**src/rtl/debounce_pulse.sv**
```systemverilog
// Two-flop synchroniser plus 4-state debounce FSM for one push-button.
// Emits a clean level and single-cycle press/release strobes.
module debounce_pulse #(
  parameter int N      = 4,
  parameter int STABLE = 8
) (
  input  logic i_clk,
  input  logic i_rst,
  input  logic i_btn_in,
  output logic o_btn_level,
  output logic o_btn_pulse,
  output logic o_btn_release,
  output logic o_busy
);

  typedef enum logic [1:0] {
    IDLE    = 2'd0,
    WAIT_HI = 2'd1,
    HIGH    = 2'd2,
    WAIT_LO = 2'd3
  } state_t;

  localparam logic [N-1:0] LP_LAST = N'(STABLE - 1);

  logic         r_s1;
  logic         r_s2;
  state_t       r_state;
  logic [N-1:0] r_cnt;
  logic         r_pulse;
  logic         r_release;

  always_ff @(posedge i_clk or negedge i_rst) begin
    if (!i_rst) begin
      r_s1 <= 1'b0;
      r_s2 <= 1'b0;
    end else begin
      r_s1 <= i_btn_in;
      r_s2 <= r_s1;
    end
  end

  // Strobes are registered here so they rise together with the state change.
  always_ff @(posedge i_clk or negedge i_rst) begin
    if (!i_rst) begin
      r_state   <= IDLE;
      r_cnt     <= '0;
      r_pulse   <= 1'b0;
      r_release <= 1'b0;
    end else begin
      r_pulse   <= 1'b0;
      r_release <= 1'b0;
      case (r_state)
        IDLE: begin
          if (r_s2) begin
            r_state <= WAIT_HI;
            r_cnt   <= '0;
          end
        end
        WAIT_HI: begin
          if (!r_s2) begin
            r_state <= IDLE;
            r_cnt   <= '0;
          end else if (r_cnt == LP_LAST) begin
            r_state <= HIGH;
            r_pulse <= 1'b1;
          end else begin
            r_cnt <= r_cnt + 1'b1;
          end
        end
        HIGH: begin
          if (!r_s2) begin
            r_state <= WAIT_LO;
            r_cnt   <= '0;
          end
        end
        WAIT_LO: begin
          if (r_s2) begin
            r_state <= HIGH;
            r_cnt   <= '0;
          end else if (r_cnt == LP_LAST) begin
            r_state   <= IDLE;
            r_release <= 1'b1;
          end else begin
            r_cnt <= r_cnt + 1'b1;
          end
        end
        default: begin
          r_state <= IDLE;
          r_cnt   <= '0;
        end
      endcase
    end
  end

  assign o_btn_level   = (r_state == HIGH) || (r_state == WAIT_LO);
  assign o_busy        = (r_state == WAIT_HI) || (r_state == WAIT_LO);
  assign o_btn_pulse   = r_pulse;
  assign o_btn_release = r_release;

endmodule

```
**config.mk**
```make
export PLATFORM = sky130hd
export DESIGN_NAME = debounce_pulse
export DESIGN_NICKNAME = d
export VERILOG_FILES = /design/src/rtl/debounce_pulse.sv
export SDC_FILE = /design/constraint.sdc
export NUM_CORES = 1
export LEC_CHECK = 0
export ABC_AREA = 0
export CAP_MARGIN = 0
export CORE_AREA = 10 10 47 49
export CTS_BUF_LIST = sky130_fd_sc_hd__clkbuf_8
export DETAILED_ROUTE_END_ITERATION = 7
export DIE_AREA = 0 0 57 59
export PLACE_DENSITY = 0.51
export SYNTH_ARGS = -nofsm -noshare
export SYNTH_HDL_FRONTEND = slang
export SYNTH_SLANG_ARGS = --single-unit
```
**constraint.sdc**
```tcl
create_clock -name i_clk -period 1.8 [get_ports i_clk]
set_input_delay 0.54 -clock i_clk [delete_from_list [all_inputs] [get_ports i_clk]]
set_output_delay 0.54 -clock i_clk [all_outputs]
set_load 0.01 [all_outputs]
```
==> results.md, run 1 <==
- Post-cts hold buffer count: 0
- Max-cap violations: 0
- Final TNS setup: 0 ns
- Die width: 57 µm
- Worst reg2reg endpoint: r_cnt[1]
- Number of global-route vias before repair: 340
- Final ANT Viol Nets: 0
- Crit path cell chain: clkdlybuf4s50_1
- Largest net degree at the start of global routing: 11
- Worst Skew: 0.00239 ns
- ANT cells: 0
- Top-level I/O count: 7
- First-pass GRT wire length: 1.44 mm
- Final setup viols: 0
- Grt total ovfl: 0
- Status: completed
- Rows: 14
- Crit path required time: between 1 and 1.5 ns
- Vias: 290
- Post-DR vias/cell: 5.00
- Yosys warnings: 0
- RSZ-0062 raised after global routing: no
- DP HPWL: ~600 µm
- Share of layout cells above drive strength 1: 0.262
- Unique masters post-synth: 21
- Clock transition at the registers of the reported paths: 0.04 ns
- Root buffer cell: clkbuf_8
- Period minus WS final: around 1.7 ns
- Area after DPL: 513 µm²
- Netlist Area Pre-Place: 447 µm²
- Internal power: slightly below 400 µW
- CTS H-Tree Depth: 1
- Clock buffer count from CTS: 3
- Hold EP: r_s2
- CP max stage cell: clkdlybuf4s50_1
- Buf+Inv Stages, Crit Path: 1
- Sw Pwr: roughly 96 µW
- Rel. slew slack: 0.718
- CP peak stage delay: 0.56 ns
- Core Region: 1400 µm²
- Final wirelength: 773 µm
- Critical path class: reg2out
- Max VDD drop: between 0.3 and 0.4 mV
- Worst-skew pair later-pin latency: 0.23 ns
- Synthesis-to-layout area growth: 24.6%
- Setup crit end kind: primary output
- Data arrival, critical path: 1.20 ns
- Drt first pass iters: 4
- Final net count: 48
- CP max FO: 8
- Hold path start: r_s1
- Reg power frac: 0.494
- Drt first-iter violations: 5
- Worst-Margin Slew: 0.422 ns
- Clock share of power: 0.447
- Syn nets: 39
- Commonest non-fill, non-tap cell in the layout: dfrtp_1
- Post-Synthesis Cells: 35
- Fillers: 146
- Endpoints failing hold: 0
- Commonest non-fill, non-tap cells in the layout: dfrtp_1, clkdlybuf4s50_1, nor3b_1, clkbuf_8
- Pins Over Slew Limit: 0
- Tcrit/Tclk final: 0.966
- Reg2reg setup slack: between 0.3 and 0.4 ns
- PortBufs: 6
- Sw Ratio: 0.196
- Total Routing Usage GR: 0.0566
- Initial cell density of the core: 0.319
- Post-route cell area: approximately 560 µm²
- Fmax: about 580 MHz
- Routed wire per std cell: about 13 µm
- Leak: roughly 0.23 nW
- Clock buffer depth: 2
- DIE AREA: 3360 µm²
- Pwr Density: 881 nW/µm²
- CP top delay family: buffers and inverters
- Hold Path Class: reg2reg
- DIE HEIGHT: 59 µm
- Hold depth: 0
- Clock sink count: 10
- Worst Setup Start Kind: flop
- Final Wtd Congestion: about 0.73
- CTS tree: built
- # DRC: 0
- Reg2Reg Depth: 4
- Seq cells post-synth: 10
- Combinational share of power: 0.059
- Sequential area share after synthesis: 0.560
- Initial antenna violation count: 0
- Worst r2r src: r_cnt[0]
- Avg Synthesized Cell Area: ~13 µm²
[per-stage QoR]
step / setup slack [ns] / hold slack [ns] / std cells / utilization / power [mW]
final: 0.0614 / 0.359 / 58 / 0.397 / 0.490
after floorplan: 0.536 / 0.244 / 35 / - / 0.260
after CTS: 0.0469 / 0.369 / 58 / 0.397 / 0.500
after global routing: 0.0111 / 0.377 / 58 / 0.397 / 0.525
after detailed placement: 0.237 / 0.355 / 55 / 0.366 / 0.275
after global placement: 0.261 / 0.341 / 55 / 0.366 / 0.273
[worst reg2reg max path, delay by kind of cell (launching register included)]
family	cells	cell delay [ns]
compound gates	1	0.12
fa+ha+maj	1	0.26
flops	1	0.38
mux	1	0.33
simple gates	1	0.24
[layout make-up]
| class | instances | area, µm² | area share |
|---|---|---|---|
| Tap cell | 16 | 20.0 | 0.0360 |
| Sequential cell | 10 | 253 | 0.454 |
| Clock buffer | 3 | 41.3 | 0.0742 |
| Multi-Input combinational cell | 21 | 175 | 0.315 |
| Inverter | 2 | 7.51 | 0.0135 |
| Timing Repair Buffer | 6 | 60.1 | 0.108 |
[cell usage after synthesis]
master,instances,share of area
nand4b_1,1,0.020
nand3_1,2,0.022
mux2_4,1,0.034
o211ai_1,1,0.017
mux2_2,2,0.050
mux2i_1,1,0.022
dlygate4sd1_1,1,0.020
dfrtp_1,10,0.56
nor3b_1,3,0.050
nand2b_1,1,0.014
o22ai_1,1,0.014
o21ai_0,1,0.011
ha_1,1,0.028
nor2_1,1,0.0084
inv_1,2,0.017
nand2_1,1,0.0084
buf_2,1,0.011
xor2_2,1,0.036
o2111ai_1,1,0.020
and2_2,1,0.017
a31o_2,1,0.020
[cell families (layout without fill, tap and decap cells)]
family,after synthesis,in the layout,synth area share
and+or+nand+nor,10,10,0.140
adders and majority gates,1,1,0.0280
xor gates and xnor gates,1,1,0.0364
DFF,10,10,0.560
buffers and inverters,4,11,0.0476
muxes,4,4,0.106
AOI/OAI and AO/OA,5,5,0.0812
[flip-flops by register name, summed over array words and instances (netlist names), named ones only]
register / cells
r_state: 1
r_s2: 1
o_btn_release: 1
r_cnt: 4
r_s1: 1
o_btn_pulse: 1
[routing by layer]
layer	vias to the layer above	routed length, µm	part of all wire	GRT usage
li1	136	-	-	-
met1	142	287	0.37	0.0533
met2	10	412	0.53	0.0853
met3	2	65	0.084	0.0408
met4	0	7	0.0091	0.0403
met5	-	0	0	0
[worst max path at each step]
stage,depth (start not counted),to,start,slack [ns]
3_5_place_dp,1,o_busy,r_state[0],0.24
5_1_grt,1,o_btn_level,flop,0.01
6_report,1,o_busy,r_state[0],0.06
2_1_floorplan,3,flop,r_cnt[0],0.54
3_3_place_gp,1,o_busy,r_state[0],0.26
4_1_cts,1,o_busy,r_state[0],0.05
[repair_timing]
item / CTS / global route
endpoints found under the setup margin: 2 / 0
endpoints found under the hold margin: 0 / 0
gates resized for setup: 2 / 0
setup buffers: 0 / 0
[power groups by stage]
stage | Sequential, mW | Combinational (mW) | Clock [mW]
global placement | 0.244 | 0.0285 | 0
global route | 0.243 | 0.0330 | 0.249
CTS | 0.242 | 0.0298 | 0.228
finish | 0.242 | 0.0291 | 0.219
floorplan | 0.243 | 0.0171 | 0
detailed placement | 0.245 | 0.0299 | 0
Note: power is estimated with default switching activity, not from simulation.
==> inputs of run 2 (changes only) <==
==> constraint.sdc (replaced) <==
create_clock -name i_clk -period 1.9 [get_ports i_clk]
set_input_delay 0.57 -clock i_clk [delete_from_list [all_inputs] [get_ports i_clk]]
set_output_delay 0.57 -clock i_clk [all_outputs]
set_load 0.01 [all_outputs]
==> run 2 against run 1 <==
Effect of this change:
- global-route usage unchanged
- core utilization down 0.18 points
- hold slack unchanged
- non-clock buffer count unchanged
- critical path depth unchanged
- sequential share of layout area down 0.25 points
- via count unchanged
- register-to-register slack better by 0.10 ns
- flip-flop and latch count unchanged
- worst setup slack better by 0.011 ns
- clock skew about the same
- critical path type unchanged
- largest power group unchanged
==> results.md, run 2 (synthesis results as in run 1) <==
- Rel. slew slack: 0.718
- Initial antenna violation count: 0
- Final net count: 48
- CTS tree: built
- Largest net degree at the start of global routing: 11
- Pwr Density: roughly 840 nW/µm²
- Endpoints failing hold: 0
- Status: completed
- Critical path class: reg2out
- Initial cell density of the core: 0.319
- Drt first-iter violations: 5
- CTS H-Tree Depth: 1
- Area after DPL: 513 µm²
- DIE HEIGHT: 59 µm
- CP top delay family: buffers and inverters
- Max-cap violations: 0
- ANT cells: 0
- Reg with most FFs: r_cnt
- DP HPWL: between 500 and 600 µm
- DIE AREA: 3360 µm²
- Grt total ovfl: 0
- # DRC: 0
- First-pass GRT wire length: approximately 1.4 mm
- Leak: about 0.24 nW
- Largest register FFs: 4
- Buf+Inv Stages, Crit Path: 1
- Final TNS setup: 0 ns
- Cts repair resizes: 0
- Pins Over Slew Limit: 0
- Number of global-route vias before repair: 340
- # Post-CTS Setup Buffers: 0
- Vias: 290
- Final ANT Viol Nets: 0
- Core Region: 1400 µm²
- Clock transition at the registers of the reported paths: 0.04 ns
- Final Wtd Congestion: 0.732
- CP max stage cell: clkdlybuf4s50_1
- Period minus WS final: 1.83 ns
- Clock buffer count from CTS: 3
- Worst Skew: 0.00248 ns
- Pre-CTS setup slack: between 0.3 and 0.4 ns
- Total Routing Usage GR: 0.0566
- Post-DR vias/cell: 5.00
- RSZ-0062 raised after global routing: no
- Worst Setup Start Kind: flop
- Post-cts hold buffer count: 0
- PortBufs: 6
- Top-level I/O count: 7
- Drt first pass iters: 4
- Clock sink count: 10
- Tcrit/Tclk final: 0.962
- Final wirelength: 771 µm
- CP peak stage delay: 0.58 ns
- Die width: 57 µm
- CP max FO: 8
- Post-route cell area: 554 µm²
- Crit path cell chain: clkdlybuf4s50_1
- Root buffer cell: clkbuf_8
- Slack of the critical path: 0.0725 ns
- Final setup viols: 0
- Commonest non-fill, non-tap cell in the layout: dfrtp_1
- Commonest non-fill, non-tap cells in the layout: dfrtp_1, clkdlybuf4s50_1, nor3b_1, clkbuf_8
- Worst-skew pair later-pin latency: approximately 0.23 ns
- Fmax: 547 MHz
- Crit path required time: approximately 1.3 ns
- Share of layout cells above drive strength 1: 0.214
- Setup crit end kind: primary output
- Data arrival, critical path: 1.26 ns
- Synthesis-to-layout area growth: 24.1%
- Rows: 14
- Max VDD drop: 0.346 mV
- Clock buffer depth: 2
- Worst-Margin Slew: 0.422 ns
- Hold Path Class: reg2reg
- Routed wire per std cell: between 10 and 15 µm
[run 2: cell counts in the layout (fill, tap and decap cells not counted)]
Identical to the previous run, type by type.
[run 2: final cells by class]
cell class | instances | area (µm²)
fill | 147 | 847
tap | 16 | 20.0
timing repair buffer | 6 | 60.1
clock buffer | 3 | 41.3
multi-input combinational | 21 | 175
inverter | 2 | 7.51
sequential | 10 | 250
[run 2: power by group]
part / switching, mW / leakage, nW / internal [mW]
sequential: 0.00817 / 0.131 / 0.221
combinational: 0.0127 / 0.0832 / 0.0147
clock: 0.0702 / 0.0216 / 0.138
[run 2: metal layers]
layer	track usage	wire [µm]
met5	0	0
met1	0.0533	285
met4	0.0403	7
met2	0.0853	412
met3	0.0408	65
[run 2: worst paths after layout]
kind	start	to	slack, ns	cells past startpoint
worst max-delay path	r_state[0]	o_busy	0.07	1
worst min-delay path	r_s1	r_s2	0.36	0
worst max register to register	r_cnt[0]	r_cnt[1]	0.48	4
worst min register to register	r_s1	r_s2	0.36	0
max in group asynchronous	i_rst	r_cnt[1]	0.96	1
min in group asynchronous	i_rst	asynchronous set/reset pin	0.65	1
[run 2: stage by stage]
| step | power [mW] | util | hold slack, ns | cells |
|---|---|---|---|---|
| floorplan | 0.246 | - | 0.274 | 35 |
| global placement | 0.258 | 0.366 | 0.341 | 55 |
| CTS | 0.473 | 0.396 | 0.369 | 58 |
| finish | 0.464 | 0.396 | 0.359 | 58 |
| detailed placement | 0.261 | 0.366 | 0.355 | 55 |
| global route | 0.497 | 0.396 | 0.377 | 58 |
